<file path="config.mk">
export PLATFORM = sky130hd
export DESIGN_NAME = running_average
export DESIGN_NICKNAME = d
export VERILOG_FILES = /design/src/rtl/running_average.sv
export SDC_FILE = /design/constraint.sdc
export NUM_CORES = 1
export LEC_CHECK = 0
export ABC_AREA = 1
export CAP_MARGIN = 15
export CORE_ASPECT_RATIO = 1.2
export CORE_UTILIZATION = 52
export DETAILED_ROUTE_END_ITERATION = 10
export MAX_ROUTING_LAYER = met4
export PLACE_DENSITY = 0.75
export SLEW_MARGIN = 20
export SYNTH_ARGS = -nofsm -noshare
export SYNTH_HDL_FRONTEND = slang
export SYNTH_SLANG_ARGS = --single-unit
</file>
<file path="constraint.sdc">
create_clock -name clk -period 37.1 [get_ports clk]
set_input_delay 9.275 -clock clk [delete_from_list [all_inputs] [get_ports clk]]
set_output_delay 9.275 -clock clk [all_outputs]
set_load 0.01 [all_outputs]
</file>
<file path="src/rtl/running_average.sv">
// running_average: cumulative floor mean over the N packed lanes of a word, one lane per clock.
module running_average #(
  parameter int DATA_W = 8,
  parameter int N = 8
) (
  input  logic                  clk,
  input  logic                  rst,
  input  logic [DATA_W*N-1:0]   data_stream,
  output logic [DATA_W-1:0]     mean
);
  localparam int IW = $clog2(N);
  localparam int SW = DATA_W + IW;
  logic [IW-1:0]       idx;
  logic [DATA_W*N-1:0] frame_q;
  logic [SW-1:0]       sum;
  logic [SW-1:0]       s;
  logic [SW-1:0]       divisor;
  logic [DATA_W-1:0]   lane;
  logic [IW-1:0]       idx_next;
  always_comb begin
    lane     = frame_q[idx*DATA_W +: DATA_W];
    s        = sum + SW'(lane);
    divisor  = SW'(idx) + SW'(1);
    idx_next = (idx == IW'(N - 1)) ? '0 : idx + IW'(1);
  end
  // The mean of k+1 samples never exceeds one sample's range, so the cast is lossless.
  always_ff @(posedge clk) begin
    if (rst) begin
      idx     <= '0;
      sum     <= '0;
      frame_q <= '0;
      mean    <= '0;
    end else if (idx == '0) begin
      frame_q <= data_stream;
      sum     <= SW'(data_stream[DATA_W-1:0]);
      mean    <= data_stream[DATA_W-1:0];
      idx     <= idx_next;
    end else begin
      sum     <= s;
      mean    <= DATA_W'(s / divisor);
      idx     <= idx_next;
    end
  end
endmodule

</file>
Word level (Yosys, flattened, before mapping)
Cells that the tools add are included.
{"block": "totals", "register_bits": 86, "inputBits": 66}
{"block": "classes", "div_mod_pow": 1, "mux": 2, "n_addsub": 3, "n_reduce_logical": 3, "shifts": 1, "eq_ne": 1}
{"cell": "64-bit by 7-bit variable part select with 8-bit output", "count": 1}
{"cell": "8-bit two-way mux", "count": 2}
{"cell": "11-bit by 8-bit adder with 11-bit output", "count": 1}
{"cell": "11-bit by 11-bit divider with 11-bit output", "count": 1}
{"cell": "3-bit by 1-bit adder with 4-bit output (second input constant)", "count": 1}
{"cell": "2-bit OR reduction", "count": 2}
{"cell": "3-bit by 1-bit adder with 3-bit output (second input constant)", "count": 1}
{"cell": "3-bit == test (second input constant)", "count": 1}
{"cell": "3-bit zero test", "count": 1}

Logic depth before layout (Yosys ltp)
{"block": "logic_depth", "word_depth": 4, "depth_mapped": 123}

Worst setup path after synthesis
OpenSTA, ideal clock, no wires.
{"block": "synth_path", "path_kind": "reg2reg", "from": "register idx[0]", "to": "register mean[0]", "t_arrival_ps": 15256, "stages_incl_launch_ff": 119, "setup_ps": 115, "period_less_slack_ps": 15371, "setup_slack_ps": 21729, "path_buffers": 2, "cell_sequence": "dfxtp_1 > buf_2 > inv_1 > clkbuf_1 > a21oi_1 > o21ai_0 > a31oi_1 > ha_1 > inv_1 > fa_1 > inv_1 > nand2_1 > nand2_1 > nand3_1 > nand2_2 > nand3_2 > nand2_1 > ha_1 > (+83 left out) > a21oi_1 > nand3_2 > nor2_4 > nand4_2 > inv_2 > nand2_1 > o21ai_1 > ha_1 > a21oi_1 > o21ai_0 > a211oi_1 > nand4_1 > nor2_1 > nand2_1 > nor2_1 > nand4_1 > nand2_1 > nand2_1"}
{"block": "synth_between", "elab_chain_len": 4, "word_cells_on_any_way": 6, "cone_classes": "2 x add/sub; 1 x div; 1 x shift; 1 x mux; 1 x reduce/logical"}
{"item": "from (decl)", "line": "13", "source": "logic [IW-1:0] idx;"}
{"item": "from (signal assigned)", "line": "37", "source": "idx <= idx_next;"}
{"item": "from (signal assigned)", "line": "41", "source": "idx <= idx_next;"}
{"item": "64-bit by 7-bit variable part select with 8-bit output", "line": "21", "source": "lane = frame_q[idx*DATA_W +: DATA_W];"}
{"item": "11-bit by 8-bit adder with 11-bit output", "line": "22", "source": "s = sum + SW'(lane);"}
{"item": "named net s[10]", "line": "16", "source": "logic [SW-1:0] s;"}
{"item": "11-bit by 11-bit divider with 11-bit output", "line": "40", "source": "mean <= DATA_W'(s / divisor);"}
{"item": "8-bit two-way mux", "line": "33", "source": "end else if (idx == '0) begin"}
{"item": "to (signal assigned)", "line": "36", "source": "mean <= data_stream[DATA_W-1:0];"}
{"item": "to (signal assigned)", "line": "40"}
{"item": "to (decl)", "line": "9", "source": "output logic [DATA_W-1:0] mean"}
The timed path passes the listed nets, and every way through them passes these cells.
A chain may end at the register's enable or synchronous reset.

Final worst setup path
{"block": "layout_path", "from": "register idx[1]", "to": "register mean[0]"}
Same word-level chain as after synthesis.

==> impl_results.md <==
- CTS Hold Bufs: 0
- R2R Path End: mean[0]
- DR vias/cell: between 5 and 6
- Slowest Stage Delay on Critical Path: 0.55 ns
- DP Wirelength: approximately 11 mm
- Combinational family with the most area after synthesis: simple AND/OR/NAND/NOR gates
- Number of buffers created by CTS: 9
- Setup bufs post-CTS: 0
- Crit Path Class: reg2reg
- Worst reg2reg setup slack: 19.53 ns
- Post_cts resized: 0
- First-pass GRT wire length: between 20 and 25 mm
- Total negative slack: 0 ns
- Final hold slack: 0.480 ns
- Reg2reg start: idx[1]
- CORE AREA: about 11000 sq um
- TritonCTS clock tree: done
- Die Area: approximately 12000 sq um
- RD Place Congestion: 0.859
- GR Util All Layers: 26.1%
- Routed Antenna Nets: 0
- Buffer and inverter count on the worst path: 20
- Initial antenna violation count: 0
- Max Clk Rate: 56.9 MHz
- H-tree levels: 3
- Slowest CP cell: dfxtp_1
- Iter 0 DRT Violations: 263
- Detailed Route WL: 14.5 mm
- Mapped Nets: 1021
- Distinct cells, synth: 44
- Post-synth ARST share: 0%
- Total gr overflow: 0
- Layout Nets: 1078
- Worst r2r path cells: 117
- Required time of the critical path: 37.34 ns
- IO Count: 74
- Cells after Synth: ~900
- Post-Synth Simple-Gate Area: 32.4%
- DRT Pass-1 Iters: 6
- IO buf count: between 70 and 80
- Worst path top cell family by delay: simple AND/OR/NAND/NOR gates
- CTS max path bufs: 2
- Final cycle utilization of the critical path: 47.4%
- Min Tclk post-route: between 15 and 20 ns
- Yosys warning total: 0
- Seq/Total Area, Yosys: 28.2%
- Row cnt: 42
- Starting Density: roughly 54%
- CP most frequent cell: nand2_1
- Maxcap violations: 0
- Share of cells above drive strength 1: 8.39%
- Adder-Cell Fraction of Synth Area: 10.6%
- Run status: complete, no violations
- Clk Latency, worst-skew pair: 0.34 ns
- Crit-path max FO: 20
- Fin. Hold Viols: 0
- Largest net degree at the start of global routing: 65
- Worst setup EP type: register
- XOR/XNOR share of the synthesized area: 3.59%
- Post-synthesis compound-gate area fraction: ~17%
- Post-Route Skew: 0.00641 ns
- Hold depth: 2
- HP Class: reg2reg
- Total clock sinks: 86
- Final max-slew violation count: 0
- Layout Utilization: 64.4%
- Clk slew on worst S/H paths: 0.07 ns
- Layout area overhead: 18.8%
- Final setup viols: 0
- Max_slew headroom: roughly half
- Pre-CTS setup slack: 19.67 ns
- Seq cells post-synth: 86
- Mux cell area share after synthesis: 0%
- Antenna Cells: 0
- Hold_sp: frame_q[27]
- Die Wd: ~100 um
- Startpoint types: register
- Worst-Margin Slew: 0.742 ns
- EDFF count, synth: 0
- PnR worst setup slack: 19.53 ns
- CTS root buf: clkbuf_16
- Arr. time, crit path: 17.81 ns
- RSZ-0062 raised after global routing: no
- Hold path endpoint: frame_q[27]
- Vias: 5807
- Die Ht: 121 um
- Wire per inst: 12.9 um
- Mean post-synth cell area: 6.75 sq um
- Vias in the first global route: 5507
- Syn Std Cell Area: 6100 sq um
- Synth Flop Type: dfxtp_1
- Drt drc: 0
-- cells in the final DEF (no fill, tap or decap), types with 2 or more instances in the layout --
cell type | synthesis | layout
inv_2 | 6 | 7
inv_6 | 0 | 3
nand4_2 | 5 | 5
clkbuf_16 | 0 | 9
nand3_4 | 3 | 3
a31oi_1 | 8 | 8
o21bai_2 | 2 | 2
nand3_2 | 15 | 15
o31ai_2 | 2 | 2
nor2_1 | 183 | 183
ha_1 | 50 | 50
nor2_4 | 7 | 7
clkinv_1 | 2 | 2
a21oi_1 | 25 | 25
o22ai_1 | 8 | 8
xor2_1 | 16 | 16
dfxtp_1 | 86 | 86
nand2_2 | 11 | 11
nand2_4 | 2 | 2
inv_1 | 89 | 88
nand3_1 | 34 | 34
o21ai_1 | 5 | 5
o21ai_0 | 130 | 130
a21o_1 | 4 | 4
nand4_1 | 9 | 9
clkdlybuf4s50_1 | 0 | 73
or2_2 | 3 | 3
nand3b_1 | 4 | 4
xnor2_1 | 9 | 9
nand2_1 | 136 | 136
or2_1 | 2 | 2
o21bai_1 | 4 | 4
buf_4 | 0 | 5
-- flip-flops by register name, summed over array words and instances (netlist names) --
signal and cells:
mean 8, frame_q 64, idx 3, sum 11
-- routing by layer --
metal	share of wire [%]	vias to the layer above	GRT usage, %
met2	51	114	46.7
met4	2.1	0	7.34
li1	-	3074	-
met5	0	-	-
met1	44	2598	30.6
met3	3.2	21	3.18
-- cell families after synthesis --
family | after synthesis
adders and majority gates | 51
xor gates and xnor gates | 25
DFF | 86
and+or+nand+nor | 421
buffers and inverters | 129
AOI/OAI and AO/OA | 192
-- worst reg2reg max path, delay by kind of cell, from the launching register on --
family                     cells  cell delay, ns
DFF                            1            0.55
buffers and inverters         20            2.13
AOI/OAI and AO/OA             33            5.48
and+or+nand+nor               51            5.55
adders and majority gates     13            3.74
-- synth_stat cells, types with 7 or more instances --
master	count	area, sq um
a21oi_1	25	125
clkbuf_1	25	93.8
a31oi_1	8	50.1
inv_1	89	334
dfxtp_1	86	1720
xor2_1	16	140
xnor2_1	9	78.8
nand3_2	15	150
nand2_2	11	68.8
nor2_4	7	78.8
nand4_1	9	56.3
o21ai_0	130	651
nand3_1	34	170
ha_1	50	626
o22ai_1	8	50.1
nor2_1	183	687
nand2_1	136	510
-- area by class of cell --
type / count / area [sq um]
Tap cell: 154 / 193
Timing Repair Buffer: 78 / 768
Inverter: 97 / 364
Clock inverter: 6 / 76.3
Fill cell: 1118 / 4000
Multi-Input combinational cell: 689 / 3890
Clock buffer: 10 / 229
Sequential cell: 86 / 1720
-- per-stage QoR --
step | instances | cell area [sq um]
after floorplan | 904 | 6100
after global placement | 1104 | 6940
after detailed placement | 1104 | 6940
after CTS | 1120 | 7240
after global routing | 1120 | 7240
final | 1120 | 7240
-- worst max path at each step --
stage                      start       to  slack, ns  cells after the start
after global placement    idx[1]  mean[0]      19.93                    116
after floorplan           idx[0]  mean[0]      21.73                    118
after detailed placement  idx[1]  mean[0]      19.67                    117
after global routing      idx[0]  mean[0]      17.42                    120
after CTS                 idx[1]  mean[0]      19.56                    116
final                     idx[1]  mean[0]      19.53                    117
Power is left out: the tool's default activity adds up to more than one toggle a clock period on the data nets, which glitch-free logic cannot reach.
